File: config.mk
export PLATFORM = sky130hd
export DESIGN_NAME = rr_direct_cache_flat
export DESIGN_NICKNAME = d
export VERILOG_FILES = /design/src/rtl/rr_direct_cache_if.sv /design/src/rtl/rr_direct_cache.sv /design/src/flat_wrapper.sv
export SDC_FILE = /design/constraint.sdc
export NUM_CORES = 1
export LEC_CHECK = 0
export BUFFER_PORTS_ARGS = -buffer_cell sky130_fd_sc_hd__buf_2
export CAP_MARGIN = 15
export CORE_ASPECT_RATIO = 1.4
export CORE_MARGIN = 4
export CORE_UTILIZATION = 60
export CTS_CLUSTER_SIZE = 28
export DETAILED_ROUTE_END_ITERATION = 10
export PLACE_DENSITY = 0.93
export REMOVE_ABC_BUFFERS = 1
export SYNTH_ARGS = -nofsm -noshare
export SYNTH_HDL_FRONTEND = slang
export SYNTH_SLANG_ARGS = --single-unit
File: constraint.sdc
create_clock -name clk -period 4.32 [get_ports clk]
set_input_delay 0 -clock clk [delete_from_list [all_inputs] [get_ports clk]]
set_output_delay 0 -clock clk [all_outputs]
set_load 0.1 [all_outputs]
File: src/rtl/rr_direct_cache_if.sv
// Request/response and slowmem bus of rr_direct_cache.
// slave  : the cache side (takes requests and memory completions, drives grants, responses, memory commands).
// master : the requester and slowmem side.
interface rr_direct_cache_if #(
  parameter int ADDR_W = 16,
  parameter int DATA_W = 16,
  parameter int NPORTS = 2
) ();
  logic [NPORTS-1:0]        req_valid;
  logic [NPORTS-1:0]        req_rnotw;
  logic [NPORTS*ADDR_W-1:0] req_addr;
  logic [NPORTS*DATA_W-1:0] req_wdata;
  logic [NPORTS-1:0]        req_ready;
  logic [NPORTS-1:0]        rsp_valid;
  logic [DATA_W-1:0]        rsp_data;
  logic                     mem_strobe;
  logic                     mem_rnotw;
  logic [ADDR_W-1:0]        mem_addr;
  logic [DATA_W-1:0]        mem_wdata;
  logic                     mem_mfc;
  logic [DATA_W-1:0]        mem_rdata;

  modport slave (
    input  req_valid, req_rnotw, req_addr, req_wdata, mem_mfc, mem_rdata,
    output req_ready, rsp_valid, rsp_data, mem_strobe, mem_rnotw, mem_addr, mem_wdata
  );

  modport master (
    output req_valid, req_rnotw, req_addr, req_wdata, mem_mfc, mem_rdata,
    input  req_ready, rsp_valid, rsp_data, mem_strobe, mem_rnotw, mem_addr, mem_wdata
  );
endinterface

File: src/rtl/rr_direct_cache.sv
// rr_direct_cache: direct-mapped, write-through, no-write-allocate cache, one word per line.
// NPORTS requesters share it through a round-robin arbiter. Only one request is in flight at a time,
// and misses and writes go to a single slowmem port.
// Optional feature: define CACHE_STATS_EN to add saturating read hit and read miss counters (hit_cnt, miss_cnt).
module rr_direct_cache #(
  parameter int ADDR_W = 16,
  parameter int DATA_W = 16,
  parameter int IDX_W  = 3,
  parameter int NPORTS = 2
) (
  input  logic                clk,
  input  logic                reset,
  rr_direct_cache_if.slave    bus
`ifdef CACHE_STATS_EN
  ,
  output logic [31:0]         hit_cnt,
  output logic [31:0]         miss_cnt
`endif
);

  localparam int LINES = 2 ** IDX_W;
  localparam int TAG_W = ADDR_W - IDX_W;
  localparam int PTR_W = (NPORTS > 1) ? $clog2(NPORTS) : 1;

  typedef enum logic [2:0] {IDLE, RD_ISSUE, RD_WAIT, WR_ISSUE, RESP} state_t;

  state_t             state, state_nx;
  logic [PTR_W-1:0]   ptr, ptr_next, gnt_idx, cand_p, lat_gnt;
  logic               gnt_found, accept;
  int                 cand;

  logic [ADDR_W-1:0]  p_addr  [NPORTS];
  logic [DATA_W-1:0]  p_wdata [NPORTS];
  logic [ADDR_W-1:0]  acc_addr;
  logic [DATA_W-1:0]  acc_wdata;
  logic               acc_rnotw, acc_hit;
  logic [IDX_W-1:0]   acc_idx;
  logic [TAG_W-1:0]   acc_tag;

  logic [ADDR_W-1:0]  lat_addr;
  logic [DATA_W-1:0]  lat_wdata;
  logic [IDX_W-1:0]   lat_idx;
  logic [TAG_W-1:0]   lat_tag;
  logic [DATA_W-1:0]  rsp_data_q;
  logic               fill, wr_hit;

  logic [LINES-1:0]   valid_q;
  logic [TAG_W-1:0]   tag_q  [LINES];
  logic [DATA_W-1:0]  data_q [LINES];

  // Unpack the flat per-port address and write-data buses.
  always_comb begin
    for (int i = 0; i < NPORTS; i++) begin
      p_addr[i]  = bus.req_addr[i*ADDR_W +: ADDR_W];
      p_wdata[i] = bus.req_wdata[i*DATA_W +: DATA_W];
    end
  end

  // Round-robin search: the first requesting port at or after ptr wins, wrapping around.
  always_comb begin
    gnt_found = 1'b0;
    gnt_idx   = '0;
    cand      = 0;
    cand_p    = '0;
    for (int k = 0; k < NPORTS; k++) begin
      cand   = (int'(ptr) + k) % NPORTS;
      cand_p = PTR_W'(cand);
      if (!gnt_found && bus.req_valid[cand_p]) begin
        gnt_found = 1'b1;
        gnt_idx   = cand_p;
      end
    end
  end

  assign ptr_next  = (gnt_idx == PTR_W'(NPORTS - 1)) ? '0 : gnt_idx + 1'b1;
  assign accept    = (state == IDLE) && gnt_found && !reset;

  assign acc_addr  = p_addr[gnt_idx];
  assign acc_wdata = p_wdata[gnt_idx];
  assign acc_rnotw = bus.req_rnotw[gnt_idx];
  assign acc_idx   = acc_addr[IDX_W-1:0];
  assign acc_tag   = acc_addr[ADDR_W-1:IDX_W];
  assign acc_hit   = valid_q[acc_idx] && (tag_q[acc_idx] == acc_tag);

  assign lat_idx   = lat_addr[IDX_W-1:0];
  assign lat_tag   = lat_addr[ADDR_W-1:IDX_W];
  // A completion counts only while a read miss is waiting; a stale mfc in any other state is ignored.
  assign fill      = (state == RD_WAIT) && bus.mem_mfc;
  assign wr_hit    = (state == WR_ISSUE) && valid_q[lat_idx] && (tag_q[lat_idx] == lat_tag);

  // FSM state register.
  always_ff @(posedge clk or posedge reset) begin
    if (reset) state <= IDLE;
    else       state <= state_nx;
  end

  // Next state and all bus outputs, decoded from the current state.
  always_comb begin
    state_nx       = state;
    bus.req_ready  = '0;
    bus.rsp_valid  = '0;
    bus.rsp_data   = '0;
    bus.mem_strobe = 1'b0;
    bus.mem_rnotw  = 1'b0;
    bus.mem_addr   = '0;
    bus.mem_wdata  = '0;
    case (state)
      IDLE: begin
        if (accept) begin
          bus.req_ready[gnt_idx] = 1'b1;
          if (!acc_rnotw)   state_nx = WR_ISSUE;
          else if (acc_hit) state_nx = RESP;
          else              state_nx = RD_ISSUE;
        end
      end
      RD_ISSUE: begin
        bus.mem_strobe = 1'b1;
        bus.mem_rnotw  = 1'b1;
        bus.mem_addr   = lat_addr;
        state_nx       = RD_WAIT;
      end
      RD_WAIT: begin
        if (bus.mem_mfc) state_nx = RESP;
      end
      WR_ISSUE: begin
        bus.mem_strobe = 1'b1;
        bus.mem_rnotw  = 1'b0;
        bus.mem_addr   = lat_addr;
        bus.mem_wdata  = lat_wdata;
        state_nx       = RESP;
      end
      RESP: begin
        bus.rsp_valid[lat_gnt] = 1'b1;
        bus.rsp_data           = rsp_data_q;
        state_nx               = IDLE;
      end
      default: state_nx = IDLE;
    endcase
  end

  // Arbiter pointer and the port that owns the in-flight request.
  always_ff @(posedge clk or posedge reset) begin
    if (reset) begin
      ptr     <= '0;
      lat_gnt <= '0;
    end else if (accept) begin
      ptr     <= ptr_next;
      lat_gnt <= gnt_idx;
    end
  end

  // Line valid bits. Reset invalidates every line, which also drops any in-flight fill.
  always_ff @(posedge clk or posedge reset) begin
    if (reset)     valid_q          <= '0;
    else if (fill) valid_q[lat_idx] <= 1'b1;
  end

  // Request latch, response data and tag/data arrays. These hold data only and need no reset.
  always_ff @(posedge clk) begin
    if (accept) begin
      lat_addr   <= acc_addr;
      lat_wdata  <= acc_wdata;
      rsp_data_q <= acc_rnotw ? data_q[acc_idx] : acc_wdata;
    end
    if (fill) begin
      data_q[lat_idx] <= bus.mem_rdata;
      tag_q[lat_idx]  <= lat_tag;
      rsp_data_q      <= bus.mem_rdata;
    end
    if (wr_hit) data_q[lat_idx] <= lat_wdata;
  end

`ifdef CACHE_STATS_EN
  function automatic logic [31:0] sat_inc(input logic [31:0] v);
    return (v == 32'hFFFF_FFFF) ? v : v + 32'd1;
  endfunction

  // Count accepted reads as hits or misses. Writes are not counted.
  always_ff @(posedge clk or posedge reset) begin
    if (reset) begin
      hit_cnt  <= '0;
      miss_cnt <= '0;
    end else if (accept && acc_rnotw) begin
      if (acc_hit) hit_cnt  <= sat_inc(hit_cnt);
      else         miss_cnt <= sat_inc(miss_cnt);
    end
  end
`endif

endmodule

File: src/flat_wrapper.sv
// flat-port wrapper written by rule: the top's interface ports become plain ports
module rr_direct_cache_flat 
#(
  parameter int ADDR_W = 16,
  parameter int DATA_W = 16,
  parameter int IDX_W  = 3,
  parameter int NPORTS = 2
)
  (clk, reset, bus_req_valid, bus_req_rnotw, bus_req_addr, bus_req_wdata, bus_mem_mfc, bus_mem_rdata, bus_req_ready, bus_rsp_valid, bus_rsp_data, bus_mem_strobe, bus_mem_rnotw, bus_mem_addr, bus_mem_wdata);
  rr_direct_cache_if #(.ADDR_W(ADDR_W), .DATA_W(DATA_W), .NPORTS(NPORTS)) bus_i ();
  input  logic clk;
  input  logic reset;
  input wire logic [$bits(bus_i.req_valid)-1:0] bus_req_valid;
  input wire logic [$bits(bus_i.req_rnotw)-1:0] bus_req_rnotw;
  input wire logic [$bits(bus_i.req_addr)-1:0] bus_req_addr;
  input wire logic [$bits(bus_i.req_wdata)-1:0] bus_req_wdata;
  input wire logic [$bits(bus_i.mem_mfc)-1:0] bus_mem_mfc;
  input wire logic [$bits(bus_i.mem_rdata)-1:0] bus_mem_rdata;
  output wire logic [$bits(bus_i.req_ready)-1:0] bus_req_ready;
  output wire logic [$bits(bus_i.rsp_valid)-1:0] bus_rsp_valid;
  output wire logic [$bits(bus_i.rsp_data)-1:0] bus_rsp_data;
  output wire logic [$bits(bus_i.mem_strobe)-1:0] bus_mem_strobe;
  output wire logic [$bits(bus_i.mem_rnotw)-1:0] bus_mem_rnotw;
  output wire logic [$bits(bus_i.mem_addr)-1:0] bus_mem_addr;
  output wire logic [$bits(bus_i.mem_wdata)-1:0] bus_mem_wdata;
  assign bus_i.req_valid = bus_req_valid;
  assign bus_i.req_rnotw = bus_req_rnotw;
  assign bus_i.req_addr = bus_req_addr;
  assign bus_i.req_wdata = bus_req_wdata;
  assign bus_i.mem_mfc = bus_mem_mfc;
  assign bus_i.mem_rdata = bus_mem_rdata;
  assign bus_req_ready = bus_i.req_ready;
  assign bus_rsp_valid = bus_i.rsp_valid;
  assign bus_rsp_data = bus_i.rsp_data;
  assign bus_mem_strobe = bus_i.mem_strobe;
  assign bus_mem_rnotw = bus_i.mem_rnotw;
  assign bus_mem_addr = bus_i.mem_addr;
  assign bus_mem_wdata = bus_i.mem_wdata;
  rr_direct_cache #(.ADDR_W(ADDR_W), .DATA_W(DATA_W), .IDX_W(IDX_W), .NPORTS(NPORTS)) u_core (.clk(clk), .reset(reset), .bus(bus_i));
endmodule
==> run metrics <==
status complete, no violations; Vias/cell 6.66; Rel. slew slack 18.3%; Post-Syn Area 14,500 sq um; CTS tree done; CTS Buf Count 27; Mean Syn Cell Area between 10 and 15 sq um; Reg area 8790 sq um; Yosys reg bits 296; FFs w/ async S/R, synth under 10%; clock slew at reported path FFs 0.07 ns; final core utilization 72.2%; Die Wd 139 microns; WL met2 21,800 microns; Multi-input gate area 5420 sq um; Ant. Diodes 0; H-tree depth 1; io pins 141; DP Wirelength 25,600 microns; Critical Setup Path Class reg2reg; Die Y 192 microns; setup violators final 0; worst setup path startpoint u_core.ptr; crit path max fanout 40; pin count of the biggest net entering global routing 78; Routed WL per cell roughly 25 microns; placed cell count 1,561; Vias 11,235; RePlAce Congestion 0.953; WL met1 13,700 microns; RSZ-0062 raised after global routing no; fraction of layout instances using a drive strength above 1 about a quarter; final WL 42,900 microns; port bufs 140; largest area contributor in the netlist edfxtp_1; Clock Path Buffers 3; power per cell area 518 nW/um^2; highest metal used met4; Initial Utilization 60.7%; hold wc startpoint bus_req_wdata[2]; Syn. warnings 0; r2r setup slk 0.30 ns; final hold vios 0; CTS Root Buffer Type clkbuf_16; Slew Viols, Final 0; first-pass GRT wire length 65,100 microns; fin cells approximately 1,700; GRT Total Usage 31.8%; Die Area 26,800 sq um; power after layout 8.94 mW; CORE AREA 23,900 sq um; Met3 Routed Length about 4300 microns; Hold Slack 0.0168 ns; cells after synthesis 1,150; Final Critical Period 4.02 ns; Final ANT Viol Nets 0; Fmax achieved approximately 250 MHz; worst IR drop on VDD between 0.0004 and 0.0005 V; worst path required time 4.73 ns; Final Skew 0.0263 ns; vias in the first global route ~12,000; worst skew pair latency 0.55 ns; clock sink total around 300; top-area cell type share of the netlist area 58.0%; Tightest Pin Transition 1.20 ns; grt ovf 0; filler instances approximately 1,400; crit end category flop; share of the yosys chip area belonging to registers about 60%; critical path data arrival time 4.43 ns; DRT iter0 DRCs 1,688; number of synthesized flops with an enable pin 280; reg2reg start u_core.ptr; drt drc 0; Setup Buffers After CTS 0; Synth Flop Type edfxtp_1; Nets 1,445; Rows 67; initial antenna violation count 0; P&R area growth vs syn 19.0%; final critical-path share of the clock period between 90 and 100%; top area cells in the synthesized netlist edfxtp_1 58%, mux4_2 7.1%, nand2_1 6.9%; startpoint types flop; max-capacitance violation count 0; Distinct cells, synth 62; first-pass iteration count of the detailed router 8; cts hold-fix bufs 78; static leakage 6.67 nW; CTS resizes 0; Min-Delay Path Class in2reg
## sequential cells by signal (all words and copies together), names as in the netlist, named ones only
name               flops
u_core.data_q        128
u_core.rsp_data_q     16
u_core.lat_addr       16
u_core.lat_gnt         1
u_core.state           3
u_core.ptr             1
u_core.tag_q         104
u_core.lat_wdata      16
u_core.valid_q         8
## cell usage after synthesis (11+ instances only)
master,number
nor3_1,11
a21oi_1,13
buf_1,17
clkbuf_1,34
edfxtp_1,280
mux4_2,46
and3_1,19
buf_2,12
dfrtp_1,13
and2_1,35
mux2_2,11
nor2_1,19
xnor2_1,28
nand3_1,91
mux2i_1,69
o21ai_0,49
nand2_1,265
## cell families (layout without fill, tap and decap cells)
kind of cell    after synthesis  after routing  synth area share (%)
compound gates              107            107                  4.73
mux                         139            139                  14.0
flops                       296            296                  60.6
buf+inv                      86            314                  2.77
xor+xnor                     32             32                  1.93
simple gates                490            490                  15.9
## stage by stage
stage | cell area [sq um] | setup TNS (ns) | setup slack, ns
after floorplan | 14200 | -119.81 | -1.10
after global placement | 15600 | 0 | 0.589
after detailed placement | 15600 | 0 | 0.389
after CTS | 17300 | 0 | 0.354
after global routing | 17300 | 0 | 0.0286
final | 17300 | 0 | 0.302
## power by group
part	switching [mW]	total (mW)	internal, mW
Combinational	1.86	2.78	0.921
Sequential	0.299	3.81	3.51
Clock	1.08	2.35	1.27
Total	3.24	8.94	5.70
## layout make-up
type / instances / area share (%)
clock buffers: 30 / 3.98
flip-flops and latches: 296 / 50.9
clock inverters: 19 / 0.913
inverters: 12 / 0.261
well taps: 310 / 2.25
repair buffers: 253 / 10.2
multi-input cells: 768 / 31.4
## cells in the final DEF (no fill, tap or decap), types with 9 or more instances in the layout
cell type / count
mux2_2: 11
and3_1: 19
clkbuf_16: 27
o21ai_0: 49
mux4_2: 46
dlygate4sd3_1: 78
nand2_1: 264
buf_2: 140
nand3_1: 91
mux2i_1: 68
nor2_1: 19
a21oi_1: 13
or2_2: 9
xnor2_1: 28
buf_4: 33
mux2_4: 10
and2_1: 35
dfrtp_1: 13
edfxtp_1: 280
## critical path, stage by stage (launching register included)
cell	delay [ns]
dfrtp_1	0.40
nand2b_4	0.21
and3_4	0.23
nor2_4	0.85
inv_2	0.56
a211oi_1	0.46
a2111oi_2	0.07
o21ai_0	0.20
nand4_1	0.09
or4_1	0.49
o31a_1	0.30
## routing by layer
| layer | global-route usage [%] | up-vias |
|---|---|---|
| li1 | - | 4654 |
| met1 | 36.5 | 5383 |
| met2 | 56.6 | 948 |
| met3 | 4.53 | 250 |
| met4 | 18.8 | 0 |
| met5 | 0 | - |
## worst paths after layout
check                      depth (start not counted)                    to
min reg2reg                                        1     u_core.valid_q[5]
min in group asynchronous                          3        u_core.lat_gnt
max                                               10       u_core.state[0]
min                                                5  u_core.rsp_data_q[2]
max in group asynchronous                          3       u_core.state[1]
max reg2reg                                       10       u_core.state[0]
Power figures use the tool's default switching activity.
